<file path="src/rtl/mem_copy_master_if.sv">
// Memory bus between the copy engine and the data memory.
// The memory answers reads combinationally from mem_addr/mem_rd and
// performs writes on the rising clock edge while mem_wr is high.
//   master: drives mem_rd, mem_wr, mem_addr, mem_wdata; receives mem_rdata
//   slave : the data memory side of the same bus
interface mem_copy_master_if;
  logic        mem_rd;
  logic        mem_wr;
  logic [31:0] mem_addr;
  logic [31:0] mem_wdata;
  logic [31:0] mem_rdata;

  modport master (
    output mem_rd,
    output mem_wr,
    output mem_addr,
    output mem_wdata,
    input  mem_rdata
  );

  modport slave (
    input  mem_rd,
    input  mem_wr,
    input  mem_addr,
    input  mem_wdata,
    output mem_rdata
  );
endinterface

</file>
<file path="src/rtl/mem_copy_master.sv">
// Simple DMA engine: copies word_cnt 32-bit words from src_addr to dst_addr,
// one READ cycle followed by one WRITE cycle per word, in ascending order.
// Ports:
//   clk, reset         clock and asynchronous active-high reset
//   start              copy request, only honoured in IDLE
//   src_addr/dst_addr  byte addresses of the first source/destination word
//   word_cnt           number of words to copy
//   abort              stop the copy in progress (READ/WRITE only)
//   busy               high during READ and WRITE
//   done               one-cycle completion pulse
//   err                misalignment or abort; held until the next accepted start
//   words_done         words written by the current or last copy
//   bus                memory master port (rd/wr/addr/wdata/rdata)
module mem_copy_master #(
  parameter int CNT_W = 16
) (
  input  logic                  clk,
  input  logic                  reset,
  input  logic                  start,
  input  logic [31:0]           src_addr,
  input  logic [31:0]           dst_addr,
  input  logic [CNT_W-1:0]      word_cnt,
  input  logic                  abort,
  output logic                  busy,
  output logic                  done,
  output logic                  err,
  output logic [CNT_W-1:0]      words_done,
  mem_copy_master_if.master     bus
);

  typedef enum logic [1:0] {
    IDLE  = 2'd0,
    READ  = 2'd1,
    WRITE = 2'd2,
    DONE  = 2'd3
  } state_t;

  state_t            state_r;
  state_t            state_s;
  logic [31:0]       src_ptr_r;
  logic [31:0]       dst_ptr_r;
  logic [CNT_W-1:0]  remaining_r;
  logic [CNT_W-1:0]  words_done_r;
  logic [31:0]       buf_r;
  logic [31:0]       addr_r;
  logic              err_r;
  logic              misalign_s;

  assign misalign_s = (src_addr[1:0] != 2'd0) || (dst_addr[1:0] != 2'd0);

  // State register.
  always_ff @(posedge clk or posedge reset) begin
    if (reset) begin
      state_r <= IDLE;
    end else begin
      state_r <= state_s;
    end
  end

  // Next-state decode; misalignment is checked before the zero-count case.
  always_comb begin
    state_s = state_r;
    case (state_r)
      IDLE: begin
        if (start) begin
          if (misalign_s) begin
            state_s = DONE;
          end else if (word_cnt == {CNT_W{1'b0}}) begin
            state_s = DONE;
          end else begin
            state_s = READ;
          end
        end else begin
          state_s = IDLE;
        end
      end
      READ: begin
        if (abort) begin
          state_s = DONE;
        end else begin
          state_s = WRITE;
        end
      end
      WRITE: begin
        if (abort) begin
          state_s = DONE;
        end else if (remaining_r == {{(CNT_W-1){1'b0}}, 1'b1}) begin
          state_s = DONE;
        end else begin
          state_s = READ;
        end
      end
      DONE:    state_s = IDLE;
      default: state_s = IDLE;
    endcase
  end

  // Datapath: pointers, counters, data buffer and the registered bus address.
  // addr_r is loaded one cycle ahead with the address the next state needs,
  // so it is stable through each strobe and holds its value while idle.
  always_ff @(posedge clk or posedge reset) begin
    if (reset) begin
      src_ptr_r    <= 32'd0;
      dst_ptr_r    <= 32'd0;
      remaining_r  <= {CNT_W{1'b0}};
      words_done_r <= {CNT_W{1'b0}};
      buf_r        <= 32'd0;
      addr_r       <= 32'd0;
      err_r        <= 1'b0;
    end else begin
      case (state_r)
        IDLE: begin
          if (start) begin
            src_ptr_r    <= src_addr;
            dst_ptr_r    <= dst_addr;
            remaining_r  <= word_cnt;
            words_done_r <= {CNT_W{1'b0}};
            err_r        <= misalign_s;
            if (state_s == READ) begin
              addr_r <= src_addr;
            end
          end
        end
        READ: begin
          if (abort) begin
            // The word just read is dropped.
            err_r <= 1'b1;
          end else begin
            buf_r     <= bus.mem_rdata;
            src_ptr_r <= src_ptr_r + 32'd4;
            addr_r    <= dst_ptr_r;
          end
        end
        WRITE: begin
          // The write strobe is already out this cycle, so the word counts
          // even when abort is high.
          dst_ptr_r    <= dst_ptr_r + 32'd4;
          remaining_r  <= remaining_r - {{(CNT_W-1){1'b0}}, 1'b1};
          words_done_r <= words_done_r + {{(CNT_W-1){1'b0}}, 1'b1};
          if (abort) begin
            err_r <= 1'b1;
          end
          if (state_s == READ) begin
            addr_r <= src_ptr_r;
          end
        end
        DONE: begin
        end
        default: begin
        end
      endcase
    end
  end

  // Strobes and status decode from the registered state only.
  assign bus.mem_rd    = (state_r == READ);
  assign bus.mem_wr    = (state_r == WRITE);
  assign bus.mem_addr  = addr_r;
  assign bus.mem_wdata = buf_r;
  assign busy          = (state_r == READ) || (state_r == WRITE);
  assign done          = (state_r == DONE);
  assign err           = err_r;
  assign words_done    = words_done_r;

endmodule

</file>
<file path="src/flat_wrapper.sv">
// flat-port wrapper written by rule: the top's interface ports become plain ports
module mem_copy_master_flat 
#(
  parameter int CNT_W = 16
)
  (clk, reset, start, src_addr, dst_addr, word_cnt, abort, busy, done, err, words_done, bus_mem_rd, bus_mem_wr, bus_mem_addr, bus_mem_wdata, bus_mem_rdata);
  mem_copy_master_if bus_i ();
  input  logic clk;
  input  logic reset;
  input  logic start;
  input  logic [31:0] src_addr;
  input  logic [31:0] dst_addr;
  input  logic [CNT_W-1:0] word_cnt;
  input  logic abort;
  output logic busy;
  output logic done;
  output logic err;
  output logic [CNT_W-1:0] words_done;
  output wire logic [$bits(bus_i.mem_rd)-1:0] bus_mem_rd;
  output wire logic [$bits(bus_i.mem_wr)-1:0] bus_mem_wr;
  output wire logic [$bits(bus_i.mem_addr)-1:0] bus_mem_addr;
  output wire logic [$bits(bus_i.mem_wdata)-1:0] bus_mem_wdata;
  input wire logic [$bits(bus_i.mem_rdata)-1:0] bus_mem_rdata;
  assign bus_mem_rd = bus_i.mem_rd;
  assign bus_mem_wr = bus_i.mem_wr;
  assign bus_mem_addr = bus_i.mem_addr;
  assign bus_mem_wdata = bus_i.mem_wdata;
  assign bus_i.mem_rdata = bus_mem_rdata;
  mem_copy_master #(.CNT_W(CNT_W)) u_core (.clk(clk), .reset(reset), .start(start), .src_addr(src_addr), .dst_addr(dst_addr), .word_cnt(word_cnt), .abort(abort), .busy(busy), .done(done), .err(err), .words_done(words_done), .bus(bus_i));
endmodule
</file>
<file path="config.mk">
export PLATFORM = sky130hd
export DESIGN_NAME = mem_copy_master_flat
export DESIGN_NICKNAME = d
export VERILOG_FILES = /design/src/rtl/mem_copy_master_if.sv /design/src/rtl/mem_copy_master.sv /design/src/flat_wrapper.sv
export SDC_FILE = /design/constraint.sdc
export NUM_CORES = 1
export LEC_CHECK = 0
export BUFFER_PORTS_ARGS = -buffer_cell sky130_fd_sc_hd__buf_4
export CORE_ASPECT_RATIO = 0.8
export CORE_MARGIN = 1.5
export CORE_UTILIZATION = 29
export CTS_BUF_LIST = sky130_fd_sc_hd__clkbuf_8
export DETAILED_ROUTE_END_ITERATION = 10
export GPL_TIMING_DRIVEN = 0
export MAX_ROUTING_LAYER = met4
export PLACE_DENSITY = 0.5
export SLEW_MARGIN = 15
export SYNTH_ARGS = -nofsm -noshare
export SYNTH_HDL_FRONTEND = slang
export SYNTH_SLANG_ARGS = --single-unit
</file>
<file path="constraint.sdc">
create_clock -name clk -period 10 [get_ports clk]
set_clock_uncertainty 0.1 [all_clocks]
set_input_delay 0.5 -clock clk [delete_from_list [all_inputs] [get_ports clk]]
set_output_delay 0.5 -clock clk [all_outputs]
set_load 0.03 [all_outputs]
</file>
Word level (Yosys, flattened, before mapping):

Cells that the tools add are included.

* add/subtract/negate cells: 4
* equality and inequality tests: 10
* muxes and demuxes: 24
* bitwise operators: 1
* reduce and logical (&&, ||, !) cells: 16

Operator list (number)
* $mux W32: 7
* $pmux W32 S2: 2
* $pmux W32 S3: 1
* $add A32 B3 Y32 const B: 2
* $pmux W16 S2: 2
* $mux W16: 2
* $add A16 B1 Y16 const B: 1
* $eq A16 B1 Y1 const B: 1
* $logic_not A16 Y1: 1
* $sub A16 B1 Y16 const B: 1
* $mux W2: 5
* $reduce_bool A2 Y1: 5
* $pmux W2 S4: 1
* $ne A2 B1 Y1 const B: 3
* $reduce_and A3 Y1: 2
* $reduce_and A5 Y1: 1
* $eq A2 B1 Y1 const B: 2
* $eq A2 B2 Y1 const B: 2
* $ne A2 B2 Y1 const B: 2
* $reduce_and A2 Y1: 2
* $mux W1: 3
* $reduce_bool A3 Y1: 1
* $logic_not A2 Y1: 1
* $logic_or A1 B1 Y1: 2
* 3 further kinds: 3

* register bits after elaboration: 163
* input bits: 116
* output and inout port bits: 85
* word-level logic and storage cells: 63

Logic depth before layout (Yosys ltp):

Gate-level depths: netlist of the first run.

* depth in word-level cells: 9
* depth in mapped cells: 9
* mapped depth without buffers: 7

Worst setup path after synthesis of the first run:

No wires, ideal clock.

* path type: register to register
* start point: register u_core.state_r[1]
* end point: register u_core.buf_r[0] (netlist: u_core.bus.mem_wdata[0])
* library setup time: 0.125 ns
* arrival: 2.171 ns
* data required time: 9.775 ns
* setup slack: 7.605 ns
* cell stages (with the launch flop): 8
* buffers on the path: 2
* clock period less this slack: 2.395 ns
* path through: dfrtp_1 > inv_1 > ha_1 > clkbuf_1 > clkinv_1 > nor2_1 > buf_2 > mux2_2

* word-level cells in the longest chain between the ends: 2

RTL lines
* start: declaration: line mem_copy_master.sv:38 `state_t state_r;`
* start signal: assignment: line mem_copy_master.sv:56 `state_r <= state_s;`
* $eq A2 B1 Y1
* named net bus_mem_rd: line flat_wrapper.sv:19 `output wire logic [$bits(bus_i.mem_rd)-1:0] bus_mem_rd;`
* $reduce_and A2 Y1 (no line)
* end signal: assignment: line mem_copy_master.sv:129 `buf_r <= bus.mem_rdata;`
* end: declaration: line mem_copy_master.sv:44 `logic [31:0] buf_r;`

The timed path passes the listed nets, and every way through them passes these cells.
A chain may end at the register's enable or synchronous reset.

Final worst setup path of the first run:

* start point: register u_core.state_r[1]
* end point: register u_core.src_ptr_r[12]

* word-level cells in the longest chain between the ends: 3
* elaborated cells between the ends (all ways): 7
* classes of those cells: eq/ne (3); mux (1); reduce/logical (3)

RTL lines
* $eq A2 B1 Y1 or $logic_not A2 Y1 (tied branches): line mem_copy_master.sv:111 `case (state_r)`
* $ne A2 B2 Y1 (no line) or $reduce_bool A2 Y1 (tied branches)
* $reduce_and A3 Y1 (no line)
* end signal: assignment: line mem_copy_master.sv:114 `src_ptr_r <= src_addr;`
* end signal: assignment: line mem_copy_master.sv:130 `src_ptr_r <= src_ptr_r + 32'd4;`
* end: declaration: line mem_copy_master.sv:40 `logic [31:0] src_ptr_r;`

Parallel ways exist; a longest one is shown, timed or not.

==> flow_metrics.env, run 1 <==
export IMPL_setup_worst_path_class="register to register"
export IMPL_crit_arrival_ns=3.29
export IMPL_most_common_layout_cells="sky130_fd_sc_hd__buf_4, sky130_fd_sc_hd__dfrtp_1, sky130_fd_sc_hd__a21oi_1"
export IMPL_cts_root_buffer_cell="sky130_fd_sc_hd__clkbuf_8"
export IMPL_grt_antenna_before_repair=0
export IMPL_synth_cell_type_count=66
export IMPL_pin_count=201
export IMPL_p_leak_nw=4.73
export IMPL_syn_num_nets=1095
export IMPL_maximum_number_of_pins_on_one_net_before_global_route_repair=94
export IMPL_kind_of_start_point_of_the_critical_path="register"
export IMPL_cts_sinks=163
export IMPL_routabilityCongestion=0.844
export IMPL_slew_violations=0
export IMPL_report_final_hold_viol_count=0
export IMPL_fin_crit_sh_pct=30.5
export IMPL_antennaDiodeCount=0
export IMPL_detail_route_wl_per_cell_microns=20.7
export IMPL_maximum_number_of_buffers_from_clock_root_to_sink=2
export IMPL_crit_top_cell="sky130_fd_sc_hd__clkbuf_1"
export IMPL_fp_row_count=57
export IMPL_final_antenna_net_count=0
export IMPL_synth_area_sq_mm=0.00903
export IMPL_endpoint_kind="register"
export IMPL_area_growth_synth_to_final_pct=27.3
export IMPL_finalSetupViolations=0
export IMPL_die_h_microns=161
export IMPL_post_route_drc_count=0
export IMPL_most_frequent_standard_cell_in_the_layout_excluding_fill_and_tap_cells="sky130_fd_sc_hd__buf_4"
export IMPL_fill_cells=3212
export IMPL_initialDrtViolationCount=714
export IMPL_floorplan_core_area_sq_mm=0.0305
export IMPL_setup_repair_after_global_routing_missed_its_margin="false"
export IMPL_timing_critical_path_fanout_max=10
export IMPL_maximum_capacitance_violations=0
export IMPL_cts_clk_slew_worst_paths_ns=0.11
export IMPL_layout_area_seq_sq_mm=0.00408
export IMPL_fin_cells=1616
export IMPL_run_status="complete, no violations"
export IMPL_class_of_the_worst_hold_path="primary input to register"
export IMPL_grt_use_total_pct=21.4
export IMPL_timing_final_crit_period_ns=3.05
export IMPL_ys_warnings_count=0
export IMPL_critical_path_required_ns=10.23
export IMPL_drt_pre_antenna_iters=5
export IMPL_drt_wl_total_mm=33.4
export IMPL_seq_area_frac_synth_pct=45.2
export IMPL_worst_slew_pin_transition_ns=0.981
export IMPL_synth_edff_count=0
export IMPL_async_reset_ff_share_pct=100
export IMPL_routed_via_count=8784
export IMPL_multi_input_comb_area_sq_mm=0.00459
export IMPL_slew_limit_headroom_pct=34.6
export IMPL_first_global_vias=8477
export IMPL_hpwlAfterDp_mm=24.5
export IMPL_slowest_stage="sky130_fd_sc_hd__clkbuf_1"
export IMPL_peakVddDrop_v=0.000149
export IMPL_pwr_density_cell_mw_per_mm2=368
export IMPL_die_width_microns=200
export IMPL_die_area_sq_mm=0.0322
export IMPL_synthesis_instances=970
export IMPL_ys_seq_elements=163
export IMPL_h_tree_depth=4
export IMPL_numPlacedInstances=1584
export IMPL_fin_setup_tns_ns=0
export IMPL_syn_avg_cell_area_sq_um=9.31
export IMPL_design_final_nets=1316
export IMPL_port_buffer_count=200
export IMPL_setup_buffers_after_cts=0
export IMPL_maxClockFrequency_ghz=0.327
export IMPL_clk_latency_ns=0.48
export IMPL_path_cells="inv_1 > ha_1 > clkbuf_1 > buf_1 > clkbuf_1 > nand2_1 > o22ai_1 > a21oi_1"
export IMPL_floorplan_initialDensity_pct=29.6
export IMPL_timing_critical_path_slowest_cell_delay_ns=0.59
export IMPL_grt_first_pass_wirelength_mm=51.7
export IMPL_top_ff_cell_synth="sky130_fd_sc_hd__dfrtp_1"
export IMPL_post_route_cells_drive_above_1_share_pct=26.8
export IMPL_numCtsBuffers=17
export IMPL_grt_overflow_total=0
export IMPL_via_per_inst=5.44
export IMPL_tritoncts_clock_tree="yes"
## critical path, delay by kind of cell (launching register included)
kind | cells | cell delay, ns
adder cells (fa/ha/maj) | 1 | 0.20
buffers and inverters | 4 | 1.65
flip-flops | 1 | 0.41
AO/OA/AOI/OAI | 2 | 0.29
AND/OR/NAND/NOR | 1 | 0.26
## per-layer routing
| layer | vias up | routed length, microns | track usage (%) |
|---|---|---|---|
| met5 | - | 0 | - |
| met4 | 0 | 616 | 5.50 |
| met3 | 33 | 2050 | 4.12 |
| met2 | 343 | 14500 | 30.5 |
| met1 | 4335 | 16300 | 30.9 |
| li1 | 4073 | - | - |
## area by class of cell
class / instances / share of cell area [%]
clock buffers: 18 / 2.16
inverters: 17 / 0.621
multi-input cells: 718 / 39.9
repair buffers: 202 / 13.4
clock inverters: 13 / 1.33
well taps: 413 / 4.50
plain buffers: 72 / 2.61
flip-flops and latches: 163 / 35.5
## path summary, 6_finish.rpt
path                                                     start                                   end  slack (ns)  cells past startpoint
setup / recovery                   u_core.state_r[1]$_DFF_PP0_      u_core.src_ptr_r[12]$_DFFE_PP0P_        6.95                      8
hold / removal                               bus_mem_rdata[17]  u_core.bus.mem_wdata[17]$_DFFE_PP0P_        0.14                      2
setup reg to reg                   u_core.state_r[1]$_DFF_PP0_      u_core.src_ptr_r[12]$_DFFE_PP0P_        6.95                      8
hold reg to reg            u_core.bus.mem_addr[28]$_DFFE_PP0P_   u_core.bus.mem_addr[28]$_DFFE_PP0P_        0.40                      1
max in group asynchronous                                reset       u_core.dst_ptr_r[5]$_DFFE_PP0P_        8.37                      4
min in group asynchronous                                reset  u_core.bus.mem_wdata[15]$_DFFE_PP0P_        0.50                      3
## state kept, by name (all words and copies together) (netlist names)
register and cells:
u_core.bus.mem_addr 32, u_core.bus.mem_wdata 32, u_core.dst_ptr_r 32, u_core.src_ptr_r 32
u_core.remaining_r 16, u_core.words_done 16, u_core.state_r 2, u_core.err 1
## synthesized netlist by cell type, types with 4 or more instances
cell                          n  area [sq um]
sky130_fd_sc_hd__nand2b_1     5          31.3
sky130_fd_sc_hd__mux2i_1      8          80.1
sky130_fd_sc_hd__buf_1        9          33.8
sky130_fd_sc_hd__dfrtp_1    163          4080
sky130_fd_sc_hd__a41oi_1      4          35.0
sky130_fd_sc_hd__xnor2_1      8          70.1
sky130_fd_sc_hd__and2_1       6          37.5
sky130_fd_sc_hd__o311ai_0     4          35.0
sky130_fd_sc_hd__or4_1        4          30.0
sky130_fd_sc_hd__mux2_2      65           732
sky130_fd_sc_hd__a2bb2oi_1    4          35.0
sky130_fd_sc_hd__a31oi_1      6          37.5
sky130_fd_sc_hd__a211oi_1     6          45.0
sky130_fd_sc_hd__buf_2        5          25.0
sky130_fd_sc_hd__o21ai_0     48           240
sky130_fd_sc_hd__inv_1       16          60.1
sky130_fd_sc_hd__o31ai_1      5          37.5
sky130_fd_sc_hd__nand3_1     39           195
sky130_fd_sc_hd__o22ai_1     30           188
sky130_fd_sc_hd__or3_1        7          43.8
sky130_fd_sc_hd__or2_2        4          25.0
sky130_fd_sc_hd__o32ai_1      6          52.6
sky130_fd_sc_hd__o22a_1      17           149
sky130_fd_sc_hd__nor4_1       6          37.5
sky130_fd_sc_hd__and4_1      14           123
sky130_fd_sc_hd__nand2_1     65           244
sky130_fd_sc_hd__a311oi_1     4          35.0
sky130_fd_sc_hd__clkbuf_1    54           203
sky130_fd_sc_hd__nand4_1     19           119
sky130_fd_sc_hd__a21oi_1    132           661
sky130_fd_sc_hd__and3_1      13          81.3
sky130_fd_sc_hd__nor2_1      89           334
sky130_fd_sc_hd__nor3_1      13          65.1
sky130_fd_sc_hd__a22oi_1     35           263
sky130_fd_sc_hd__ha_1         9           113
## cells by family (layout without fill, tap and decap cells)
group	Yosys count	in the layout	share of synthesized area [%]
DFF	163	163	45.2
buffers and inverters	89	322	4.03
muxes	75	75	9.24
and+or+nand+nor	303	303	17.3
adders and majority gates	9	9	1.25
AOI/OAI and AO/OA	323	323	22.2
xor gates and xnor gates	8	8	0.776
## report_power, final
part	switching [W]	internal [W]	total (W)
logic	0.00150	0.000925	0.00242
clock network	0.000287	0.000232	0.000520
registers	0.000311	0.000974	0.00129
total	0.00210	0.00213	0.00423
## timing repair
action | in CTS | in global routing
gates resized for setup | 0 | 0
endpoints found under the hold margin | 70 | 0
hold buffers | 1 | 0
## through the flow
stage	util, %	worst slack (ns)	total power [W]	hold slack (ns)	instance area (sq um)
global route	37.6	6.80	0.00451	0.112	11500
CTS	37.6	6.97	0.00423	0.111	11500
detailed placement	36.3	7.01	0.00370	0.384	11100
global placement	36.2	2.41	0.00368	0.377	11000
floorplan	-	5.00	0.00283	0.351	9030
finish	37.6	6.95	0.00423	0.143	11500
No activity file was read; power rests on OpenSTA's default activity.
==> run 2: changes to the inputs <==
--- a/config.mk
+++ b/config.mk
@@ -5,6 +5,7 @@
 export SDC_FILE = /design/constraint.sdc
 export NUM_CORES = 1
 export LEC_CHECK = 0
+export ABC_AREA = 1
 export BUFFER_PORTS_ARGS = -buffer_cell sky130_fd_sc_hd__buf_4
 export CORE_ASPECT_RATIO = 0.8
 export CORE_MARGIN = 1.5
==> constraint.sdc (replaced) <==
create_clock -name clk -period 2.9 [get_ports clk]
set_clock_uncertainty 0.1 [all_clocks]
set_input_delay 0.145 -clock clk [delete_from_list [all_inputs] [get_ports clk]]
set_output_delay 0.145 -clock clk [all_outputs]
set_load 0.03 [all_outputs]
==> flow_metrics.env, run 2 <==
export IMPL_run_status="complete, no violations"
export IMPL_via_per_inst=4.87
export IMPL_synth_edff_count=0
export IMPL_fin_cells=2181
export IMPL_pin_count=201
export IMPL_endpoint_of_the_most_critical_setup_path="u_core.bus.mem_addr[18]$_DFFE_PP0P_"
export IMPL_syn_avg_cell_area_sq_um=7.02
export IMPL_routed_via_count=10630
export IMPL_detail_route_wl_per_cell_microns=17.7
export IMPL_grt_overflow_total=0
export IMPL_switching_power_w=0.00836
export IMPL_fp_row_count=59
export IMPL_routabilityCongestion=0.910
export IMPL_cts_repair_resize_count=0
export IMPL_die_area_sq_mm=0.0349
export IMPL_floorplan_initialDensity_pct=29.8
export IMPL_drt_wl_total_mm=38.6
export IMPL_synthesis_instances=1396
export IMPL_hpwlAfterDp_mm=29.2
export IMPL_maximum_capacitance_violations=0
export IMPL_async_reset_ff_share_pct=100
export IMPL_regToRegStartpoint="u_core.state_r[1]$_DFF_PP0_"
export IMPL_initialDrtViolationCount=764
export IMPL_path_cells="inv_1 > ha_1 > clkbuf_1 > clkbuf_1 > a31oi_1 > nand3_1 > nand2_1"
export IMPL_floorplan_core_area_sq_mm=0.0329
export IMPL_cell_taking_the_most_area_after_synthesis="sky130_fd_sc_hd__dfrtp_1"
export IMPL_most_frequent_standard_cell_in_the_layout_excluding_fill_and_tap_cells="sky130_fd_sc_hd__nand2_1"
export IMPL_timing_critical_path_slowest_cell_delay_ns=0.55
export IMPL_cts_sinks=163
export IMPL_clockPowerShare_pct=11.3
export IMPL_cts_clk_slew_worst_paths_ns=0.13
export IMPL_slowest_stage="sky130_fd_sc_hd__clkbuf_1"
export IMPL_synth_top_cells_by_count="sky130_fd_sc_hd__nand2_1, sky130_fd_sc_hd__dfrtp_1, sky130_fd_sc_hd__nor2_1"
export IMPL_class_of_the_worst_hold_path="primary input to asynchronous set/reset pin"
export IMPL_synth_area_top_cells="sky130_fd_sc_hd__dfrtp_1, sky130_fd_sc_hd__nand2_1, sky130_fd_sc_hd__nor2_1"
export IMPL_p_leak_nw=6.41
export IMPL_die_width_microns=209
export IMPL_top_ff_cell_synth="sky130_fd_sc_hd__dfrtp_1"
export IMPL_rr_worst_depth=7
export IMPL_h_tree_depth=4
export IMPL_grt_antenna_before_repair=1
export IMPL_ys_warnings_count=0
export IMPL_post_route_drc_count=0
export IMPL_synthMostInstantiatedCell="sky130_fd_sc_hd__nand2_1"
export IMPL_setup_buffers_after_cts=0
export IMPL_kind_of_start_point_of_the_critical_path="register"
export IMPL_slew_violations=0
export IMPL_timing_critical_path_fanout_max=10
export IMPL_worst_slew_pin_transition_ns=0.755
export IMPL_post_synth_top_area_fraction_pct=41.6
export IMPL_synth_cell_type_count=47
export IMPL_maximum_number_of_buffers_from_clock_root_to_sink=2
export IMPL_tritoncts_clock_tree="yes"
export IMPL_cellInternalPower_w=0.00706
export IMPL_syn_num_nets=1521
export IMPL_synth_area_sq_mm=0.00980
export IMPL_endpoint_kind="register"
export IMPL_fin_crit_sh_pct=94.7
export IMPL_die_h_microns=167
export IMPL_ys_seq_elements=163
export IMPL_netSwitchingFraction_pct=54.2
export IMPL_peakVddDrop_v=0.000594
export IMPL_finalSetupViolations=0
export IMPL_numCtsBuffers=17
export IMPL_pwr_share_comb_pct=60.2
export IMPL_final_hold_worst_slack_ns=0.186
export IMPL_grt_use_total_pct=23.1
export IMPL_port_buffer_count=200
export IMPL_first_global_vias=10274
export IMPL_critical_path_required_ns=3.20
export IMPL_maxClockFrequency_ghz=0.364
export IMPL_sequential_power_share_pct=28.5
export IMPL_seq_area_frac_synth_pct=41.6
export IMPL_pwr_density_cell_mw_per_mm2=1140
export IMPL_timing_critical_path_from="u_core.state_r[1]$_DFF_PP0_"
export IMPL_final_antenna_net_count=0
export IMPL_post_route_cells_drive_above_1_share_pct=17.7
export IMPL_grt_first_pass_wirelength_mm=59.9
export IMPL_crit_arrival_ns=3.05
export IMPL_drt_pre_antenna_iters=5
export IMPL_timing_final_crit_period_ns=2.75
export IMPL_design_final_nets=1865
export IMPL_crit_reg_reg_endpoint="u_core.bus.mem_addr[18]$_DFFE_PP0P_"
export IMPL_slew_limit_headroom_pct=49.7
export IMPL_crit_top_cell="sky130_fd_sc_hd__clkbuf_1"
export IMPL_cts_root_buffer_cell="sky130_fd_sc_hd__clkbuf_8"
export IMPL_numPlacedInstances=2028
export IMPL_setup_repair_after_global_routing_missed_its_margin="false"
export IMPL_setup_worst_path_class="register to register"
export IMPL_area_growth_synth_to_final_pct=38.2
export IMPL_r2r_setup_slack_ns=0.15
export IMPL_maximum_number_of_pins_on_one_net_before_global_route_repair=34
export IMPL_clk_latency_ns=0.51
export IMPL_most_common_layout_cells="sky130_fd_sc_hd__nand2_1, sky130_fd_sc_hd__buf_4, sky130_fd_sc_hd__dfrtp_1"
export IMPL_report_final_hold_viol_count=0
[run 2: power groups by stage]
stage	Clock [W]	Combinational [W]	Sequential [W]
2_1_floorplan	0	0.00513	0.00497
3_3_place_gp	0	0.00901	0.00439
3_5_place_dp	0	0.00907	0.00442
4_1_cts	0.00179	0.00926	0.00438
5_1_grt	0.00188	0.0103	0.00454
6_report	0.00174	0.00928	0.00440
[run 2: cell families (layout without fill, tap and decap cells)]
family	count (synthesis)	count (layout)	share of synthesized area [%]
AND/OR/NAND/NOR	802	802	34.8
buffers and inverters	181	538	7.84
XOR/XNOR	19	19	1.70
other	0	1	0
AO/OA/AOI/OAI	222	222	12.9
flip-flops	163	163	41.6
adder cells (fa/ha/maj)	9	9	1.15
[run 2: through the flow]
stage	TNS, ns	area (sq um)	worst slack [ns]	util [%]	power [W]
2_1_floorplan	0	9800	0.584	-	0.0101
3_3_place_gp	-128.98	11800	-0.815	36.0	0.0134
3_5_place_dp	0	11900	0.266	36.3	0.0135
4_1_cts	0	13500	0.226	41.1	0.0154
5_1_grt	0	13500	0.0716	41.1	0.0167
6_report	0	13500	0.153	41.1	0.0154
[run 2: metal layers]
layer  vias up  part of all wire (%)  GRT usage [%]  wire, microns
li1       5265                     -              -              -
met5         -                     0              -              0
met2       354                    42           33.0          16300
met3        23                   7.2           5.36           2770
met4         0                   1.0           4.44            402
met1      4988                    49           33.0          19100
[run 2: timing repair]
| action | 4_1_cts | 5_1_grt |
|---|---|---|
| endpoints found under the setup margin | 0 | 0 |
| hold buffers | 120 | 0 |
| endpoints found under the hold margin | 167 | 0 |
[run 2: how the worst min path moves through the flow]
| stage | startpoint | end | slack [ns] | cells after the start |
|---|---|---|---|---|
| 6_report | reset | u_core.src_ptr_r[27]$_DFFE_PP0P_ | 0.19 | 3 |
| 5_1_grt | reset | u_core.bus.mem_addr[25]$_DFFE_PP0P_ | 0.24 | 3 |
| 4_1_cts | reset | u_core.src_ptr_r[27]$_DFFE_PP0P_ | 0.21 | 3 |
| 3_5_place_dp | reset | u_core.bus.mem_addr[24]$_DFFE_PP0P_ | 0.20 | 2 |
| 3_3_place_gp | bus_mem_rdata[24] | u_core.bus.mem_wdata[24]$_DFFE_PP0P_ | 0.25 | 3 |
| 2_1_floorplan | bus_mem_rdata[29] | u_core.bus.mem_wdata[29]$_DFFE_PP0P_ | 0.16 | 2 |
[run 2: final cells by class]
| type | instances | area (sq um) |
|---|---|---|
| Timing Repair Buffer | 325 | 2800 |
| Buffer | 65 | 333 |
| Clock inverter | 15 | 163 |
| Tap cell | 427 | 534 |
| Inverter | 116 | 439 |
| Antenna cell | 1 | 2.50 |
| Fill cell | 3488 | 19400 |
| Multi-Input combinational cell | 1052 | 4950 |
| Clock buffer | 17 | 234 |
| Sequential cell | 163 | 4080 |
[run 2: critical path: cells and delay by family, from the launching register on]
kind / cells / cell delay, ns
AOI/OAI and AO/OA: 1 / 0.31
DFF: 1 / 0.40
adders and majority gates: 1 / 0.42
buffers and inverters: 3 / 1.17
and+or+nand+nor: 2 / 0.23
